[src/rtl/bilinear_scale_ctrl_if.sv]
// Bilinear scaler control bus: frame configuration and line-buffer fill level
// into the controller; line-buffer read addresses, coefficients and
// destination coordinates out of it.
//   master : controller side (bilinear_scale_ctrl)
//   slave  : line-buffer / calculation-stage side
interface bilinear_scale_ctrl_if #(
  parameter int unsigned AW = 12
);
  localparam int unsigned SW = 20;  // Q4.16 step width
  localparam int unsigned CW = 17;  // Q1.16 coefficient width

  logic [AW-1:0] cfg_src_w;
  logic [AW-1:0] cfg_src_h;
  logic [AW-1:0] cfg_dst_w;
  logic [AW-1:0] cfg_dst_h;
  logic [SW-1:0] cfg_step_x;
  logic [SW-1:0] cfg_step_y;
  logic [AW-1:0] src_rows_written;

  logic          rd_en;
  logic [AW-1:0] rd_col0;
  logic [AW-1:0] rd_col1;
  logic [AW-1:0] rd_row0;
  logic [AW-1:0] rd_row1;

  logic          coo_valid;
  logic [CW-1:0] coefficient1;
  logic [CW-1:0] coefficient2;
  logic [CW-1:0] coefficient3;
  logic [CW-1:0] coefficient4;
  logic [AW-1:0] dst_x;
  logic [AW-1:0] dst_y;
  logic          line_done;
  logic          frame_done;

  modport master (
    input  cfg_src_w, cfg_src_h, cfg_dst_w, cfg_dst_h,
    input  cfg_step_x, cfg_step_y, src_rows_written,
    output rd_en, rd_col0, rd_col1, rd_row0, rd_row1,
    output coo_valid, coefficient1, coefficient2, coefficient3, coefficient4,
    output dst_x, dst_y, line_done, frame_done
  );

  modport slave (
    output cfg_src_w, cfg_src_h, cfg_dst_w, cfg_dst_h,
    output cfg_step_x, cfg_step_y, src_rows_written,
    input  rd_en, rd_col0, rd_col1, rd_row0, rd_row1,
    input  coo_valid, coefficient1, coefficient2, coefficient3, coefficient4,
    input  dst_x, dst_y, line_done, frame_done
  );
endinterface

[src/rtl/bilinear_scale_ctrl.sv]
// Bilinear scale-down sequencer for one frame. Steps a Q12.16 source position
// over every destination pixel, issues line-buffer read addresses, and one
// cycle later (aligned to the RAM read data) presents the Q1.16 weights and
// the destination coordinate. Each destination line waits until the source
// rows it needs have been written.
// Ports:
//   vin_clk      : clock
//   rst_n        : synchronous active-low reset
//   frame_sync_n : low = frame sync/abort (same effect as reset)
//   bus          : bilinear_scale_ctrl_if master (cfg in, read/coeff out)
module bilinear_scale_ctrl #(
  parameter int unsigned AW = 12,
  parameter int unsigned PW = 28
) (
  input  logic                      vin_clk,
  input  logic                      rst_n,
  input  logic                      frame_sync_n,
  bilinear_scale_ctrl_if.master     bus
);
  localparam int unsigned FW  = 16;
  localparam int unsigned SW  = 20;
  localparam int unsigned CW  = 17;
  localparam int unsigned PW1 = PW + 1;
  localparam int unsigned AW1 = AW + 1;
  localparam logic [CW-1:0] ONE = CW'(65536);

  typedef enum logic [2:0] {IDLE, LOAD, WAIT_ROWS, RUN, LINE_END, DONE} state_t;

  state_t        state;
  logic [AW-1:0] src_w, src_h, dst_w, dst_h;
  logic [SW-1:0] step_x, step_y;
  logic [PW-1:0] pos_x, pos_y;
  logic [AW-1:0] x_cnt, y_cnt;
  logic          done_sent;

  // Read-stage payload carried to the coefficient stage
  logic [FW-1:0] s_fx, s_fy;
  logic [AW-1:0] s_dx, s_dy;
  logic          s_last;

  logic [AW-1:0] x_int, y_int, x0, x1, y0, y1;
  logic [FW-1:0] fx, fy;
  logic          rows_ok;

  // Saturating position step: pins at all-ones instead of wrapping
  function automatic logic [PW-1:0] sat_add(input logic [PW-1:0] a,
                                            input logic [SW-1:0] b);
    logic [PW:0] s;
    s = {1'b0, a} + PW1'(b);
    return s[PW] ? '1 : s[PW-1:0];
  endfunction

  // Integer/fraction split with right/bottom edge clamp
  always_comb begin
    x_int = AW'(pos_x >> FW);
    y_int = AW'(pos_y >> FW);
    x0    = x_int;
    x1    = x_int + AW'(1);
    fx    = pos_x[FW-1:0];
    y0    = y_int;
    y1    = y_int + AW'(1);
    fy    = pos_y[FW-1:0];
    if (x_int >= src_w - AW'(1)) begin
      x0 = src_w - AW'(1);
      x1 = src_w - AW'(1);
      fx = '0;
    end
    if (y_int >= src_h - AW'(1)) begin
      y0 = src_h - AW'(1);
      y1 = src_h - AW'(1);
      fy = '0;
    end
    rows_ok = ({1'b0, bus.src_rows_written} >= ({1'b0, y1} + AW1'(1)));
  end

  // FSM, read issue and one-cycle coefficient stage
  always_ff @(posedge vin_clk) begin
    if (!rst_n || !frame_sync_n) begin
      state             <= IDLE;
      src_w             <= '0;
      src_h             <= '0;
      dst_w             <= '0;
      dst_h             <= '0;
      step_x            <= '0;
      step_y            <= '0;
      pos_x             <= '0;
      pos_y             <= '0;
      x_cnt             <= '0;
      y_cnt             <= '0;
      done_sent         <= 1'b0;
      s_fx              <= '0;
      s_fy              <= '0;
      s_dx              <= '0;
      s_dy              <= '0;
      s_last            <= 1'b0;
      bus.rd_en         <= 1'b0;
      bus.rd_col0       <= '0;
      bus.rd_col1       <= '0;
      bus.rd_row0       <= '0;
      bus.rd_row1       <= '0;
      bus.coo_valid     <= 1'b0;
      bus.coefficient1  <= '0;
      bus.coefficient2  <= '0;
      bus.coefficient3  <= '0;
      bus.coefficient4  <= '0;
      bus.dst_x         <= '0;
      bus.dst_y         <= '0;
      bus.line_done     <= 1'b0;
      bus.frame_done    <= 1'b0;
    end else begin
      bus.rd_en      <= 1'b0;
      bus.frame_done <= 1'b0;

      // Coefficient stage lines up with the RAM read data
      bus.coo_valid <= bus.rd_en;
      bus.line_done <= bus.rd_en && s_last;
      if (bus.rd_en) begin
        bus.coefficient1 <= ONE - {1'b0, s_fx};
        bus.coefficient2 <= {1'b0, s_fx};
        bus.coefficient3 <= ONE - {1'b0, s_fy};
        bus.coefficient4 <= {1'b0, s_fy};
        bus.dst_x        <= s_dx;
        bus.dst_y        <= s_dy;
      end

      case (state)
        IDLE: begin
          src_w  <= bus.cfg_src_w;
          src_h  <= bus.cfg_src_h;
          dst_w  <= bus.cfg_dst_w;
          dst_h  <= bus.cfg_dst_h;
          step_x <= bus.cfg_step_x;
          step_y <= bus.cfg_step_y;
          state  <= LOAD;
        end
        LOAD: begin
          pos_x <= '0;
          pos_y <= '0;
          x_cnt <= '0;
          y_cnt <= '0;
          if (dst_w == '0 || dst_h == '0 || src_w == '0 || src_h == '0)
            state <= DONE;
          else
            state <= WAIT_ROWS;
        end
        WAIT_ROWS: begin
          if (rows_ok) state <= RUN;
        end
        RUN: begin
          bus.rd_en   <= 1'b1;
          bus.rd_col0 <= x0;
          bus.rd_col1 <= x1;
          bus.rd_row0 <= y0;
          bus.rd_row1 <= y1;
          s_fx        <= fx;
          s_fy        <= fy;
          s_dx        <= x_cnt;
          s_dy        <= y_cnt;
          s_last      <= (x_cnt == dst_w - AW'(1));
          pos_x       <= sat_add(pos_x, step_x);
          if (x_cnt == dst_w - AW'(1)) state <= LINE_END;
          else                         x_cnt <= x_cnt + AW'(1);
        end
        LINE_END: begin
          pos_x <= '0;
          x_cnt <= '0;
          if (y_cnt == dst_h - AW'(1)) begin
            state <= DONE;
          end else begin
            y_cnt <= y_cnt + AW'(1);
            pos_y <= sat_add(pos_y, step_y);
            state <= WAIT_ROWS;
          end
        end
        DONE: begin
          bus.frame_done <= !done_sent;
          done_sent      <= 1'b1;
        end
        default: state <= IDLE;
      endcase
    end
  end
endmodule
[src/flat_wrapper.sv]
// flat-port wrapper written by rule: the top's interface ports become plain ports
module bilinear_scale_ctrl_flat 
#(
  parameter int unsigned AW = 12,
  parameter int unsigned PW = 28
)
  (vin_clk, rst_n, frame_sync_n, bus_cfg_src_w, bus_cfg_src_h, bus_cfg_dst_w, bus_cfg_dst_h, bus_cfg_step_x, bus_cfg_step_y, bus_src_rows_written, bus_rd_en, bus_rd_col0, bus_rd_col1, bus_rd_row0, bus_rd_row1, bus_coo_valid, bus_coefficient1, bus_coefficient2, bus_coefficient3, bus_coefficient4, bus_dst_x, bus_dst_y, bus_line_done, bus_frame_done);
  bilinear_scale_ctrl_if #(.AW(AW)) bus_i ();
  input  logic vin_clk;
  input  logic rst_n;
  input  logic frame_sync_n;
  input wire logic [$bits(bus_i.cfg_src_w)-1:0] bus_cfg_src_w;
  input wire logic [$bits(bus_i.cfg_src_h)-1:0] bus_cfg_src_h;
  input wire logic [$bits(bus_i.cfg_dst_w)-1:0] bus_cfg_dst_w;
  input wire logic [$bits(bus_i.cfg_dst_h)-1:0] bus_cfg_dst_h;
  input wire logic [$bits(bus_i.cfg_step_x)-1:0] bus_cfg_step_x;
  input wire logic [$bits(bus_i.cfg_step_y)-1:0] bus_cfg_step_y;
  input wire logic [$bits(bus_i.src_rows_written)-1:0] bus_src_rows_written;
  output wire logic [$bits(bus_i.rd_en)-1:0] bus_rd_en;
  output wire logic [$bits(bus_i.rd_col0)-1:0] bus_rd_col0;
  output wire logic [$bits(bus_i.rd_col1)-1:0] bus_rd_col1;
  output wire logic [$bits(bus_i.rd_row0)-1:0] bus_rd_row0;
  output wire logic [$bits(bus_i.rd_row1)-1:0] bus_rd_row1;
  output wire logic [$bits(bus_i.coo_valid)-1:0] bus_coo_valid;
  output wire logic [$bits(bus_i.coefficient1)-1:0] bus_coefficient1;
  output wire logic [$bits(bus_i.coefficient2)-1:0] bus_coefficient2;
  output wire logic [$bits(bus_i.coefficient3)-1:0] bus_coefficient3;
  output wire logic [$bits(bus_i.coefficient4)-1:0] bus_coefficient4;
  output wire logic [$bits(bus_i.dst_x)-1:0] bus_dst_x;
  output wire logic [$bits(bus_i.dst_y)-1:0] bus_dst_y;
  output wire logic [$bits(bus_i.line_done)-1:0] bus_line_done;
  output wire logic [$bits(bus_i.frame_done)-1:0] bus_frame_done;
  assign bus_i.cfg_src_w = bus_cfg_src_w;
  assign bus_i.cfg_src_h = bus_cfg_src_h;
  assign bus_i.cfg_dst_w = bus_cfg_dst_w;
  assign bus_i.cfg_dst_h = bus_cfg_dst_h;
  assign bus_i.cfg_step_x = bus_cfg_step_x;
  assign bus_i.cfg_step_y = bus_cfg_step_y;
  assign bus_i.src_rows_written = bus_src_rows_written;
  assign bus_rd_en = bus_i.rd_en;
  assign bus_rd_col0 = bus_i.rd_col0;
  assign bus_rd_col1 = bus_i.rd_col1;
  assign bus_rd_row0 = bus_i.rd_row0;
  assign bus_rd_row1 = bus_i.rd_row1;
  assign bus_coo_valid = bus_i.coo_valid;
  assign bus_coefficient1 = bus_i.coefficient1;
  assign bus_coefficient2 = bus_i.coefficient2;
  assign bus_coefficient3 = bus_i.coefficient3;
  assign bus_coefficient4 = bus_i.coefficient4;
  assign bus_dst_x = bus_i.dst_x;
  assign bus_dst_y = bus_i.dst_y;
  assign bus_line_done = bus_i.line_done;
  assign bus_frame_done = bus_i.frame_done;
  bilinear_scale_ctrl #(.AW(AW), .PW(PW)) u_core (.vin_clk(vin_clk), .rst_n(rst_n), .frame_sync_n(frame_sync_n), .bus(bus_i));
endmodule
[config.mk]
export PLATFORM = sky130hd
export DESIGN_NAME = bilinear_scale_ctrl_flat
export DESIGN_NICKNAME = d
export VERILOG_FILES = /design/src/rtl/bilinear_scale_ctrl_if.sv /design/src/rtl/bilinear_scale_ctrl.sv /design/src/flat_wrapper.sv
export SDC_FILE = /design/constraint.sdc
export NUM_CORES = 1
export LEC_CHECK = 0
export BUFFER_PORTS_ARGS = -buffer_cell sky130_fd_sc_hd__buf_2
export CAP_MARGIN = 20
export CORE_UTILIZATION = 45
export DETAILED_ROUTE_END_ITERATION = 16
export PLACE_DENSITY = 0.68
export SYNTH_ARGS = -nofsm -noshare
export SYNTH_HDL_FRONTEND = slang
export SYNTH_SLANG_ARGS = --single-unit
[constraint.sdc]
create_clock -name vin_clk -period 5.8 [get_ports vin_clk]
set_input_delay 0.58 -clock vin_clk [delete_from_list [all_inputs] [get_ports vin_clk]]
set_output_delay 0.58 -clock vin_clk [all_outputs]
set_load 0.005 [all_outputs]
==> flow_metrics.env, run 1 <==
export IMPL_synth_largest_area_cell="dfxtp_1"
export IMPL_grt_pass1_vias=16475
export IMPL_wl_met2_mm=25.1
export IMPL_combPwrFrac=0.081
export IMPL_yosys_most_used_dff="dfxtp_1"
export IMPL_synth_edf_count=0
export IMPL_numCtsBuffers=42
export IMPL_hpwl_mm=40.1
export IMPL_cp_max_fo=8
export IMPL_start_util=0.457
export IMPL_antenna_found_initial=0
export IMPL_r2r_start="u_core.src_h[0]$_SDFFE_PP0P_"
export IMPL_drv_slew=0
export IMPL_max_cap_viol_count=0
export IMPL_clk_latency_ns=0.57
export IMPL_pwr_share_seq=0.440
export IMPL_clk_pin_slew_ns=0.06
export IMPL_dieArea_um2=43500
export IMPL_yosysUniqueCellTypes=92
export IMPL_hp_class="in -> reg"
export IMPL_wl_per_cell_um=17.9
export IMPL_tightest_slew_ns=1.04
export IMPL_wl_mm=55.2
export IMPL_outcome="finished clean"
export IMPL_async_flop_share=0
export IMPL_grt_max_degree=167
export IMPL_worstPathCellList="or4_1 > buf_4 > nor2_1 > xnor2_1 > ha_1 > nand4_1 > a211o_1 > a311oi_2 > o2111ai_2 > nand2_2 > mux2i_1 > inv_1 > ha_4 > or3b_2 > nor3_1 > xnor2_1 > mux2i_1 > ha_1 > o211a_1 > o21ai_0 > a21oi_1 > o41ai_2 > a211oi_2"
export IMPL_core_um2=41900
export IMPL_stdcell_count=3081
export IMPL_grt_ovfl_total=0
export IMPL_place_ws_ns=0.0274
export IMPL_vias=17389
export IMPL_cp_required_ns=6.24
export IMPL_rr_worst_depth=23
export IMPL_root_buffer="clkbuf_16"
export IMPL_clkPwrFrac=0.479
export IMPL_period_needed_ns=5.49
export IMPL_start_kind="register"
export IMPL_layout_common_cells="nand2_1 (384), dfxtp_1 (367), buf_2 (244)"
export IMPL_p_per_area_nw_per_um2=265
export IMPL_yosysWarnings=0
export IMPL_cp_slowest_cell="or4_1"
export IMPL_syn_avg_cell_area_um2=8.20
export IMPL_swShare=0.242
export IMPL_final_common_cell="nand2_1"
export IMPL_die_h_um=208
export IMPL_utilization=0.532
export IMPL_drtIter0Drc=1239
export IMPL_finalCritPeriodShare=0.946
export IMPL_place_congestion=0.892
export IMPL_synth_top_area_frac=0.385
export IMPL_timing_final_ws_setup_ns=0.312
export IMPL_min_delay_start="bus_cfg_step_x[11]"
export IMPL_rrSetupSlack_ns=0.31
export IMPL_synth_area_top_cells="dfxtp_1 (39%), nand2_1 (7.6%), a21oi_1 (5.8%)"
export IMPL_port_buffers=244
export IMPL_met1_length_mm=25.9
export IMPL_syn_inst=2339
export IMPL_leakagePower_uw=0.00904
export IMPL_drive_gt1_frac=0.157
export IMPL_viasPerCell=5.64
export IMPL_cts_post_setup_buffers_inserted=0
export IMPL_diodes=0
export IMPL_power_switching_uw=1430
export IMPL_ys_ff_latch=369
export IMPL_yosysSeqAreaShare=0.385
export IMPL_rows=75
export IMPL_p_int_uw=4480
export IMPL_met3_length_mm=2.78
export IMPL_clockBufferDepth=3
export IMPL_setup_viol=0
export IMPL_critPathKind="reg -> reg"
export IMPL_design_power_total_uw=5910
export IMPL_max_freq_mhz=182
export IMPL_end_kind="register"
export IMPL_io_pins=247
export IMPL_slew_headroom=0.310
export IMPL_grt_pass1_wl_mm=88.2
export IMPL_arrival_ns=5.93
export IMPL_dieWidth_um=208
export IMPL_dp_cells=3007
export IMPL_grtUsageTotal=0.250
export IMPL_first_pass_iters=5
export IMPL_top_layer="met4"
export IMPL_fin_nets=2705
export IMPL_post_route_drc_count=0
export IMPL_ir_drop_uv=211
export IMPL_hold_viol_final=0
export IMPL_final_antenna_net_count=0
export IMPL_area_growth_pct=16.3
export IMPL_htreeDepth=2
export IMPL_hold_end="u_core.step_x[11]$_SDFFE_PP0P_"
export IMPL_clock_sinks=369
export IMPL_whs_ns=0.245
export IMPL_cpPeakStageDelay_ns=0.60
export IMPL_regToRegEndpoint="u_core.state[0]$_SDFFE_PP0P_"
export IMPL_cts_tree="yes"
export IMPL_hold_depth=3
export IMPL_skew_ns=0.0121
export IMPL_synthesis_area_um2=19200
-- flip-flops by register name, indices dropped and copies added (netlist names), 15 cells and up --
name / flops
u_core.bus.coefficient1: 17
u_core.bus.coefficient2: 15
u_core.bus.coefficient3: 17
u_core.bus.coefficient4: 15
u_core.pos_x: 28
u_core.pos_y: 28
u_core.s_fx: 16
u_core.s_fy: 16
u_core.step_x: 20
u_core.step_y: 20
-- power by group through the flow --
| stage | registers [uW] | clock network (uW) | logic [uW] |
|---|---|---|---|
| after floorplan | 2640 | 0 | 328 |
| after global placement | 2650 | 0 | 465 |
| after detailed placement | 2660 | 0 | 474 |
| after CTS | 2600 | 2900 | 476 |
| after global routing | 2600 | 3010 | 531 |
| final | 2600 | 2840 | 479 |
-- repair_timing --
action / CTS / global route
hold endpoints to repair: 0 / 0
hold buffers: 0 / 0
setup endpoints to repair: 0 / 1
resized for setup: 0 / 11
-- cell type report --
cell class                 instances  area [um^2]
multi-input combinational       1765        11100
inverter                          61          229
clock buffer                      56         1170
sequential                       369         7390
fill                            3955        19600
timing repair buffer             274         1470
tap                              539          674
clock inverter                    17          288
-- cell usage after synthesis (19+ instances only) --
cell type and instances:
nand2_1 387, dfxtp_1 369, a21oi_1 221, nor2_1 201
clkbuf_1 118, mux2i_1 110, xnor2_1 90, ha_1 87
o21ai_0 87, nand3_1 81, inv_1 60, xor2_1 49
nor3_1 41, nand4_1 35, nand2b_1 29, or3_1 22
a31oi_1 21, o21a_1 19
-- worst max-delay path by stage --
stage                                       startpoint                      endpoint  slack, ns  depth (start not counted)
after global routing      u_core.src_h[0]$_SDFFE_PP0P_  u_core.state[0]$_SDFFE_PP0P_      -0.08                         25
after detailed placement  u_core.src_h[0]$_SDFFE_PP0P_  u_core.state[0]$_SDFFE_PP0P_       0.03                         25
final                     u_core.src_h[0]$_SDFFE_PP0P_  u_core.state[0]$_SDFFE_PP0P_       0.31                         23
after floorplan           u_core.src_h[0]$_SDFFE_PP0P_  u_core.state[0]$_SDFFE_PP0P_       0.14                         26
after global placement    u_core.src_h[0]$_SDFFE_PP0P_  u_core.state[0]$_SDFFE_PP0P_       0.20                         23
after CTS                 u_core.src_h[0]$_SDFFE_PP0P_  u_core.state[0]$_SDFFE_PP0P_       0.01                         25
-- metal layers --
metal  global-route usage  vias up
met2                0.404      495
met3               0.0349       95
met4               0.0777        0
met1                0.344     8253
met5                    0        -
li1                     -     8546
-- worst max-delay path: cells and delay by family (launching register included) --
family,cells,cell delay (ns)
AND/OR/NAND/NOR,6,1.70
AO/OA/AOI/OAI,8,1.58
adder cells (fa/ha/maj),3,0.84
flip-flops,1,0.36
XOR/XNOR,2,0.34
buffers and inverters,2,0.30
multiplexers,2,0.23
-- logic make-up after synthesis --
logic type	after synthesis	share of synthesized area
xor gates and xnor gates	141	0.0660
muxes	123	0.0660
DFF	369	0.385
other	1	0.000196
AOI/OAI and AO/OA	509	0.167
adders and majority gates	89	0.0588
and+or+nand+nor	901	0.214
buffers and inverters	206	0.0425
-- stage by stage --
step | area, um^2 | TNS [ns]
2_1_floorplan | 19200 | 0
3_3_place_gp | 20800 | 0
3_5_place_dp | 20800 | 0
4_1_cts | 22200 | 0
5_1_grt | 22300 | -0.0848
6_report | 22300 | 0
Note: power is estimated with default switching activity, not from simulation.
==> run 2: changes to the inputs <==
--- a/config.mk
+++ b/config.mk
@@ -7,9 +7,10 @@
 export LEC_CHECK = 0
 export BUFFER_PORTS_ARGS = -buffer_cell sky130_fd_sc_hd__buf_2
 export CAP_MARGIN = 20
+export CORE_MARGIN = 3
 export CORE_UTILIZATION = 45
 export DETAILED_ROUTE_END_ITERATION = 16
-export PLACE_DENSITY = 0.68
+export PLACE_DENSITY = 0.66
 export SYNTH_ARGS = -nofsm -noshare
 export SYNTH_HDL_FRONTEND = slang
 export SYNTH_SLANG_ARGS = --single-unit
==> constraint.sdc (replaced) <==
create_clock -name vin_clk -period 6.85 [get_ports vin_clk]
set_input_delay 0.685 -clock vin_clk [delete_from_list [all_inputs] [get_ports vin_clk]]
set_output_delay 0.685 -clock vin_clk [all_outputs]
set_load 0.005 [all_outputs]
==> flow_metrics.env, run 2 (same netlist as run 1, synthesis figures left out) <==
export IMPL_outcome="finished clean"
export IMPL_wl_mm=56.1
export IMPL_die_h_um=212
export IMPL_drive_gt1_frac=0.154
export IMPL_largestRegisters="u_core.pos_x: 28 flops, u_core.pos_y: 28 flops"
export IMPL_p_per_area_nw_per_um2=219
export IMPL_rows=75
export IMPL_antenna_found_initial=0
export IMPL_grt_pass1_wl_mm=88.6
export IMPL_rrSetupSlack_ns=0.54
export IMPL_skew_ns=0.0131
export IMPL_max_cap_viol_count=0
export IMPL_max_freq_mhz=158
export IMPL_core_um2=42000
export IMPL_layout_common_cells="nand2_1 (384), dfxtp_1 (368), buf_2 (244)"
export IMPL_arrival_ns=6.76
export IMPL_cp_required_ns=7.30
export IMPL_numCtsBuffers=42
export IMPL_grtUsageTotal=0.242
export IMPL_vias=17343
export IMPL_wl_per_cell_um=18.2
export IMPL_period_needed_ns=6.31
export IMPL_leakagePower_uw=0.00897
export IMPL_dieArea_um2=45100
export IMPL_tightest_slew_ns=1.05
export IMPL_first_pass_iters=6
export IMPL_fin_nets=2698
export IMPL_hpwl_mm=40.8
export IMPL_dieWidth_um=212
export IMPL_cts_tree="yes"
export IMPL_clock_sinks=369
export IMPL_port_buffers=244
export IMPL_drtIter0Drc=1237
export IMPL_root_buffer="clkbuf_16"
export IMPL_final_antenna_net_count=0
export IMPL_io_pins=247
export IMPL_clk_pin_slew_ns=0.06
export IMPL_critPathKind="reg -> reg"
export IMPL_grt_ovfl_total=0
export IMPL_grt_max_degree=103
export IMPL_start_util=0.456
export IMPL_setup_viol=0
export IMPL_end_kind="register"
export IMPL_cp_top_family="simple AND/OR/NAND/NOR gates"
export IMPL_path_buf_inv=2
export IMPL_place_congestion=0.929
export IMPL_htreeDepth=2
export IMPL_rsz0062_at_grt="no"
export IMPL_cpPeakStageDelay_ns=0.70
export IMPL_slew_headroom=0.300
export IMPL_worstPathCellList="or4_1 > nor4_1 > xnor2_1 > ha_1 > a21oi_1 > nand2_1 > a211oi_1 > a311oi_1 > o2111ai_2 > buf_4 > nand2_2 > mux2i_1 > inv_1 > ha_1 > or3b_2 > nor3_1 > xnor2_1 > mux2i_1 > ha_1 > o211a_1 > o21ai_0 > a21oi_1 > o41ai_1 > a211oi_2"
export IMPL_grt_pass1_vias=16391
export IMPL_post_route_drc_count=0
export IMPL_timing_setup_tns_ns=0
export IMPL_final_common_cell="nand2_1"
export IMPL_hold_viol_final=0
export IMPL_whs_ns=0.350
export IMPL_cp_slowest_cell="or4_1"
export IMPL_cts_post_setup_buffers_inserted=0
export IMPL_finalCritPeriodShare=0.921
export IMPL_ir_drop_uv=138
export IMPL_start_kind="register"
export IMPL_clk_latency_ns=0.57
export IMPL_clockBufferDepth=3
export IMPL_drv_slew=0
export IMPL_cp_max_fo=19
export IMPL_viasPerCell=5.64
export IMPL_hp_class="in -> reg"
export IMPL_area_growth_pct=15.2
export IMPL_cp_common_cell="ha_1"
export IMPL_diodes=0
run 2: changes by cell type in the layout (fill, tap and decap cells not counted), moves of 2 or more:
cell / change
clkbuf_8: +4
bufinv_16: -5
clkinv_2: +8
clkbuf_1: -4
xor2_1: +2
buf_4: -5
run 2: repair_timing:
item	in CTS	in global routing
setup endpoints to repair	0	1
hold buffers	0	0
gates resized for setup	0	2
run 2: path summary, 6_finish.rpt:
kind | from | end | depth (start not counted)
min | bus_cfg_step_x[9] | u_core.step_x[9]$_SDFFE_PP0P_ | 3
max | u_core.src_h[0]$_SDFFE_PP0P_ | u_core.state[0]$_SDFFE_PP0P_ | 24
min reg2reg | u_core.s_dx[2]$_SDFFE_PP0P_ | u_core.s_dx[2]$_SDFFE_PP0P_ | 2
max reg2reg | u_core.src_h[0]$_SDFFE_PP0P_ | u_core.state[0]$_SDFFE_PP0P_ | 24
run 2: per-stage QoR:
step / total power [uW] / cells / utilization / worst slack, ns / area, um^2
6_report: 4840 / 3077 / 0.526 / 0.540 / 22100
5_1_grt: 5030 / 3077 / 0.526 / 0.0700 / 22100
4_1_cts: 4890 / 3076 / 0.525 / 0.479 / 22100
3_5_place_dp: 2640 / 3000 / 0.492 / 0.561 / 20700
3_3_place_gp: 2630 / 3000 / 0.492 / 0.794 / 20700
2_1_floorplan: 2510 / 2340 / - / 1.19 / 19200
run 2: metal layers:
metal  vias up  wire (um)  global-route usage
li1       8546          -                   -
met1      8235      26300               0.341
met2       473      25200               0.383
met3        89       3200              0.0446
met4         0       1380              0.0670
met5         -          0                   0
run 2: layout make-up:
class | instances | area, um^2
fill | 4033 | 19900
clock buffer | 55 | 1190
clock inverter | 21 | 183
tap | 539 | 674
multi-input combinational | 1765 | 11000
inverter | 61 | 229
sequential | 369 | 7390
timing repair buffer | 267 | 1400
run 2: worst reg2reg max path, delay by kind of cell (launching register included):
kind            cells  cell delay [ns]
simple gates        6             1.98
compound gates      9             1.62
fa+ha+maj           3             1.02
xor+xnor            2             0.53
flops               1             0.39
buf+inv             2             0.37
mux                 2             0.28
run 2: report_power, final:
part / internal [uW] / switching (uW)
combinational: 142 / 249
clock: 1300 / 940
sequential: 2170 / 31.0
